[config.mk]
export PLATFORM = sky130hd
export DESIGN_NAME = sd_cmd_sequencer
export DESIGN_NICKNAME = d
export VERILOG_FILES = /design/src/rtl/sd_regs_pkg.sv /design/src/rtl/sd_bus_byte_port.sv /design/src/rtl/sd_cmd_sequencer.sv
export SDC_FILE = /design/constraint.sdc
export NUM_CORES = 1
export LEC_CHECK = 0
export BUFFER_PORTS_ARGS = -buffer_cell sky130_fd_sc_hd__buf_2
export CAP_MARGIN = 20
export CORE_MARGIN = 2
export CORE_UTILIZATION = 60
export CTS_BUF_LIST = sky130_fd_sc_hd__clkbuf_4 sky130_fd_sc_hd__clkbuf_8
export DETAILED_ROUTE_END_ITERATION = 16
export PLACE_DENSITY = 0.88
export SETUP_SLACK_MARGIN = 0.1
export SLEW_MARGIN = 15
export SYNTH_ARGS = -nofsm -noshare
export SYNTH_HDL_FRONTEND = slang
export SYNTH_SLANG_ARGS = --single-unit
[constraint.sdc]
create_clock -name clk -period 3.1 [get_ports clk]
set_input_delay 0.93 -clock clk [delete_from_list [all_inputs] [get_ports clk]]
set_output_delay 0.93 -clock clk [all_outputs]
set_load 0.05 [all_outputs]
[src/rtl/sd_regs_pkg.sv]
// Shared SD host register map and sequencer state encoding.
// Latency: n/a (constants and types only).
// Backpressure: n/a.
package sd_regs_pkg;

  // Byte offsets in the SD host register space
  localparam logic [6:0] REG_ARG0    = 7'h00;
  localparam logic [6:0] REG_CMD0    = 7'h04;
  localparam logic [6:0] REG_RESP0   = 7'h08;
  localparam logic [6:0] REG_CMD_ISR = 7'h34;

  typedef enum logic [3:0] {
    IDLE,
    CLR,
    SETTLE,
    WR_CMD,
    WR_ARG,
    POLL,
    RD_RESP,
    ACK,
    DONE
  } sd_state_t;

endpackage

[src/rtl/sd_bus_byte_port.sv]
// Maps sequencer state plus byte index onto register bus address, data and write strobe.
// Latency: combinational from the registered state, so the bus is glitch-free per cycle.
// Backpressure: none; unused cycles park address and data at zero.
module sd_bus_byte_port
  import sd_regs_pkg::*;
#(
  parameter int CMD_W = 14
) (
  input  sd_state_t        state,
  input  logic [1:0]       idx,
  input  logic [CMD_W-1:0] cmd,
  input  logic [31:0]      arg,
  output logic             bus_we,
  output logic [6:0]       bus_addr,
  output logic [7:0]       bus_wdata
);

  logic [15:0] cmd_ext;

  assign cmd_ext = 16'(cmd);

  // Decode the byte access for the current step; argument goes high byte first so byte 0 launches
  always_comb begin
    bus_we    = 1'b0;
    bus_addr  = 7'h00;
    bus_wdata = 8'h00;
    case (state)
      CLR, ACK: begin
        bus_we    = 1'b1;
        bus_addr  = REG_CMD_ISR;
      end
      WR_CMD: begin
        bus_we    = 1'b1;
        bus_addr  = REG_CMD0 + {6'b0, idx[0]};
        bus_wdata = idx[0] ? cmd_ext[15:8] : cmd_ext[7:0];
      end
      WR_ARG: begin
        bus_we    = 1'b1;
        bus_addr  = REG_ARG0 + {5'b0, ~idx};
        case (idx)
          2'd0:    bus_wdata = arg[31:24];
          2'd1:    bus_wdata = arg[23:16];
          2'd2:    bus_wdata = arg[15:8];
          default: bus_wdata = arg[7:0];
        endcase
      end
      POLL: begin
        bus_addr  = REG_CMD_ISR;
      end
      RD_RESP: begin
        bus_addr  = REG_RESP0 + {5'b0, idx};
      end
      default: begin
        bus_we    = 1'b0;
      end
    endcase
  end

endmodule

[src/rtl/sd_cmd_sequencer.sv]
// Issues one SD host command over the byte register bus, polls for completion, reads response word 0.
// Latency: 1+SETTLE_CYC+2+4+polls+4+1+1 cycles from accepted start to done (22 with first poll set).
// Backpressure: none; start is ignored while busy and the register bus has fixed single-cycle timing.
module sd_cmd_sequencer
  import sd_regs_pkg::*;
#(
  parameter int CMD_W      = 14,
  parameter int SETTLE_CYC = 8,
  parameter int POLL_MAX   = 65535
) (
  input  logic             clk,
  input  logic             rst,
  input  logic             start,
  input  logic [CMD_W-1:0] cmd_in,
  input  logic [31:0]      arg_in,
  output logic             busy,
  output logic             done,
  output logic             timeout,
  output logic [31:0]      resp_out,
  output logic [4:0]       isr_out,
  output logic             bus_we,
  output logic [6:0]       bus_addr,
  output logic [7:0]       bus_wdata,
  input  logic [7:0]       bus_rdata
);

  localparam int SW = (SETTLE_CYC > 1) ? $clog2(SETTLE_CYC) : 1;
  localparam int PW = (POLL_MAX > 1) ? $clog2(POLL_MAX) : 1;

  sd_state_t        state;
  logic [1:0]       idx;
  logic [SW-1:0]    settle_cnt;
  logic [PW-1:0]    poll_cnt;
  logic [CMD_W-1:0] cmd_q;
  logic [31:0]      arg_q;

  // Command sequencing FSM with registered status outputs
  always_ff @(posedge clk) begin
    if (rst) begin
      state      <= IDLE;
      idx        <= 2'd0;
      settle_cnt <= '0;
      poll_cnt   <= '0;
      cmd_q      <= '0;
      arg_q      <= '0;
      busy       <= 1'b0;
      done       <= 1'b0;
      timeout    <= 1'b0;
      resp_out   <= '0;
      isr_out    <= '0;
    end else begin
      case (state)
        IDLE: begin
          if (start) begin
            cmd_q    <= cmd_in;
            arg_q    <= arg_in;
            poll_cnt <= '0;
            timeout  <= 1'b0;
            resp_out <= '0;
            isr_out  <= '0;
            busy     <= 1'b1;
            state    <= CLR;
          end
        end
        CLR: begin
          settle_cnt <= '0;
          state      <= SETTLE;
        end
        SETTLE: begin
          if (settle_cnt == SW'(SETTLE_CYC - 1)) begin
            idx   <= 2'd0;
            state <= WR_CMD;
          end else begin
            settle_cnt <= settle_cnt + SW'(1);
          end
        end
        WR_CMD: begin
          if (idx == 2'd1) begin
            idx   <= 2'd0;
            state <= WR_ARG;
          end else begin
            idx <= idx + 2'd1;
          end
        end
        WR_ARG: begin
          if (idx == 2'd3) begin
            idx   <= 2'd0;
            state <= POLL;
          end else begin
            idx <= idx + 2'd1;
          end
        end
        POLL: begin
          if (bus_rdata[4:0] != 5'd0) begin
            isr_out <= bus_rdata[4:0];
            idx     <= 2'd0;
            state   <= RD_RESP;
          end else begin
            poll_cnt <= poll_cnt + PW'(1);
            if (poll_cnt == PW'(POLL_MAX - 1)) begin
              timeout  <= 1'b1;
              isr_out  <= '0;
              resp_out <= '0;
              state    <= ACK;
            end
          end
        end
        RD_RESP: begin
          resp_out[{idx, 3'b000} +: 8] <= bus_rdata;
          if (idx == 2'd3) begin
            idx   <= 2'd0;
            state <= ACK;
          end else begin
            idx <= idx + 2'd1;
          end
        end
        ACK: begin
          done  <= 1'b1;
          state <= DONE;
        end
        DONE: begin
          done  <= 1'b0;
          busy  <= 1'b0;
          state <= IDLE;
        end
        default: begin
          state <= IDLE;
        end
      endcase
    end
  end

  sd_bus_byte_port #(
    .CMD_W (CMD_W)
  ) u_port (
    .state     (state),
    .idx       (idx),
    .cmd       (cmd_q),
    .arg       (arg_q),
    .bus_we    (bus_we),
    .bus_addr  (bus_addr),
    .bus_wdata (bus_wdata)
  );

endmodule

==> results.txt <==
The run finished with clean final reports. The library cell used most frequently in the layout, excluding fill and tap cells, is sky130_fd_sc_hd__nand2_1. The internal power contribution is 0.002376 W.

The worst setup path is launched from a flip-flop. Dividing total power by cell area gives a power density of 656.7 mW/mm². The initial core utilization is 62.00%. The final hold violation count is 0.

The total inserted antenna cells is 0. The global route total overflow came out at 0. Compared with the post-synthesis result, the final layout area differs by 20.47%.

The total nets after synthesis came out at 625. The number of buffers added by the clock tree synthesis step came out at 9. The final design instance area without fill came out at 0.005802 mm².

The first-pass GRT wire length came out at 19.47 mm. The total of fill cells in the finished design is 584. The number of setup violations in the final report came out at 0. The worst min-delay path category is flip-flop to flip-flop. TritonCTS built the clock tree. The largest net degree at the start of global routing is 47. The post-synth design cell area is 0.004816 mm². For this design the top-level I/O count stands at 113.

The number of distinct library cells after synthesis came out at 52. The cell area after placement came out at 0.005406 mm². Measured against its own limit, the worst slew margin works out to 54.61%. During synthesis, Yosys emitted a total of 0 warnings.

The number of nets with antenna violations after detailed routing is 0. Traced cell by cell, the critical path runs through clkinvlp_4 > ha_4 > buf_6 > a222oi_1 > nor2_1 > a21oi_2 > o22ai_1 > buf_4. The post-DP HPWL came out at 8.743 mm. The clock passes through at most 2 buffers. The buffer and inverter count on the worst path came out at 3. The clock period minus final worst setup slack came out at 3.100 ns. The number of max-capacitance violations reported is 0. The share of the clock period used by the worst path after layout came out at 99.99%. The leading register cell type out of synthesis is sky130_fd_sc_hd__dfxtp_1.

The DRC violation count after routing came out at 0. Clock-pin slew was measured on the worst setup and hold paths at 0.10 ns. The violation count after the first detailed-routing iteration is 393.

The via count of the first global-routing pass came out at 4199. The power share of the clock group came out at 23.9%. The H-tree depth reported by CTS came out at 3.

Of the cells placed in the final design, the portion with a size suffix greater than 1 is 26.28%. The count of state elements after synthesis came out at 111. The area of the die came out at 0.008759 mm². The number of synthesized flops with an enable pin is 0.

The first-pass detailed-route iteration total is 6. The switching share of power is 37.65%. The delay of the slowest cell on the worst path is 0.40 ns. Setup repair after global routing could not meet its margin everywhere. The total core area came out at 0.007767 mm². The count of buffers inserted at the top-level ports came out at 111.

Summed over all cells, the static leakage comes to 2.415 nW. The number of vias after detailed routing is 4566. The critical path arrival came out at 2.17 ns. In this run the mean area of a mapped cell was 8.646 µm².

Buffers inserted to repair hold after CTS numbered 0. The clock latency reported for the late side of the worst-skew pair is 0.38 ns. The final wirelength came out at 12.80 mm. The sequential group share of total power is 44.8%. Across all hold checks on the routed design, the worst slack comes to 0.4636 ns.

Across the VDD grid, the largest voltage drop is 0.4005 mV. The share of the core filled with cells in the final layout came out at 74.69%. The measured slew at the worst slew-check pin came out at 0.6746 ns. In the layout the commonest cells are sky130_fd_sc_hd__nand2_1 (111), sky130_fd_sc_hd__dfxtp_1 (106), sky130_fd_sc_hd__buf_2 (103).

At the placement stage, the worst setup path has a slack of 0.3665 ns. The gate count of the mapped netlist is 557. The final worst-path setup slack is 0.0002531 ns. The width of the die came out at 93.59 µm.

The relative contribution of combinational cells to total power came out at 31.3%. The endpoint required time on the critical path is 2.17 ns. The worst-path maximum fanout came out at 6. The kind of critical path is flip-flop to output pin. The root buffer cell chosen for the clock tree is sky130_fd_sc_hd__clkbuf_8.

The fraction of synthesis flops using an asynchronous set or reset pin came out at 0%. The total negative setup slack came out at 0 ns. The dominant delay contributor by cell family on the critical path is compound AO/OA/AOI/OAI gates.

The analysis attributes to net switching a power of 0.001434 W. The critical path capture point type is an output pin. The net count of the finished layout came out at 729. The global placer's final weighted congestion is 0.9556. The worst clock skew on the final layout came out at 0.009856 ns. The number of clock sinks is 111. Measured along the y axis, the die boundary spans 93.59 µm. The fmax came out at 322.6 MHz.

The global-route usage over all layers came out at 27.94%. On the critical path, the stage with the largest delay is an instance of sky130_fd_sc_hd__dfxtp_4. The final number of max-transition violations came out at 0. The via density per instance came out at 5.945. Dividing the detail-routed wire length by the instance count gives 16.67 µm. The number of antenna violations at the first check in global routing is 0. The sequential fraction of the synthesis area is 46.14%. The number of standard-cell rows in the floorplan came out at 32.
## synthesized netlist by cell type, types with 3 or more instances
| library cell | instances | area [µm²] |
|---|---|---|
| sky130_fd_sc_hd__dfxtp_1 | 111 | 2222 |
| sky130_fd_sc_hd__nand2_1 | 111 | 416.7 |
| sky130_fd_sc_hd__a21oi_1 | 67 | 335.3 |
| sky130_fd_sc_hd__nor2_1 | 38 | 142.6 |
| sky130_fd_sc_hd__a22o_1 | 32 | 280.3 |
| sky130_fd_sc_hd__clkbuf_1 | 23 | 86.33 |
| sky130_fd_sc_hd__xor2_1 | 13 | 113.9 |
| sky130_fd_sc_hd__ha_1 | 11 | 137.6 |
| sky130_fd_sc_hd__nand3_1 | 10 | 50.05 |
| sky130_fd_sc_hd__inv_1 | 9 | 33.78 |
| sky130_fd_sc_hd__a222oi_1 | 8 | 80.08 |
| sky130_fd_sc_hd__and3_1 | 8 | 50.05 |
| sky130_fd_sc_hd__mux2i_1 | 8 | 80.08 |
| sky130_fd_sc_hd__nand2b_1 | 8 | 50.05 |
| sky130_fd_sc_hd__buf_2 | 7 | 35.03 |
| sky130_fd_sc_hd__nand4_1 | 7 | 43.79 |
| sky130_fd_sc_hd__nor2b_1 | 7 | 43.79 |
| sky130_fd_sc_hd__o22ai_1 | 7 | 43.79 |
| sky130_fd_sc_hd__a32oi_1 | 5 | 43.79 |
| sky130_fd_sc_hd__buf_1 | 5 | 18.77 |
| sky130_fd_sc_hd__o211ai_1 | 5 | 37.54 |
| sky130_fd_sc_hd__o21ai_0 | 5 | 25.02 |
| sky130_fd_sc_hd__a21oi_4 | 4 | 65.06 |
| sky130_fd_sc_hd__and2_1 | 4 | 25.02 |
| sky130_fd_sc_hd__buf_4 | 4 | 30.03 |
| sky130_fd_sc_hd__nor3b_1 | 3 | 22.52 |
| sky130_fd_sc_hd__nor4_1 | 3 | 18.77 |
| sky130_fd_sc_hd__o2111ai_1 | 3 | 26.28 |
## power by group through the flow
stage / Combinational, W / Sequential [W] / Clock, W
floorplan: 0.000866 / 0.00168 / 0
global placement: 0.00106 / 0.00172 / 0
detailed placement: 0.00110 / 0.00173 / 0
CTS: 0.00111 / 0.00170 / 0.000916
global route: 0.00130 / 0.00172 / 0.000981
finish: 0.00119 / 0.00171 / 0.000910
## cells by family (layout without fill, tap and decap cells)
family,Yosys count,count (layout),synth area share [%]
multiplexers,9,9,1.897
AND/OR/NAND/NOR,212,212,20.14
XOR/XNOR,15,15,2.728
AO/OA/AOI/OAI,149,149,21.69
buffers and inverters,49,158,4.469
other,1,1,0.07787
adder cells (fa/ha/maj),11,11,2.858
flip-flops,111,111,46.14
## worst reg2reg max path: cells and delay by family, from the launching register on
kind | cells | cell delay, ns
AOI/OAI and AO/OA | 1 | 0.21
adders and majority gates | 1 | 0.25
buffers and inverters | 4 | 0.63
DFF | 1 | 0.41
and+or+nand+nor | 2 | 0.79
## layout make-up
type                       count  area [µm²]  area share, %
multi-input combinational    397        2432          41.92
sequential                   111        2233          38.49
timing repair buffer         133       755.7          13.03
tap                          102       127.6          2.200
clock buffer                   9       123.9          2.135
clock inverter                 7       87.58          1.510
inverter                       9       41.29         0.7117
## final timing paths
kind / start / to / slack, ns / cells past startpoint
setup / recovery: idx[1] / bus_wdata[5] / 0.0003 / 8
hold / removal: cmd_q[9] / cmd_q[9] / 0.46 / 2
setup reg to reg: idx[0] / resp_out[27] / 0.77 / 8
hold reg to reg: cmd_q[9] / cmd_q[9] / 0.46 / 2
## what timing repair did
action | in CTS | in global routing
endpoints found under the setup margin | 8 | 9
pin swaps | 0 | 11
setup buffers | 0 | 11
gates resized for setup | 7 | 33
## flip-flops by register name, indices dropped and copies added, names as in the netlist, 2 cells and up
name,count
arg_q,32
settle_cnt,3
idx,2
state,4
resp_out,32
cmd_q,14
poll_cnt,16
isr_out,5
## through the flow
stage	power [W]	cells
after floorplan	0.002550	557
after global placement	0.002785	741
after detailed placement	0.002827	741
after CTS	0.003724	757
after global routing	0.004009	768
final	0.003810	768
## routing by layer
metal  GRT usage [%]  routed length [µm]  vias up
met3           4.432                 785       45
met4           14.61                 520        0
met5               0                   0        -
li1                -                   -     2178
met2           48.08                6322      206
met1           33.55                5175     2137
No activity file was read; power rests on OpenSTA's default activity.
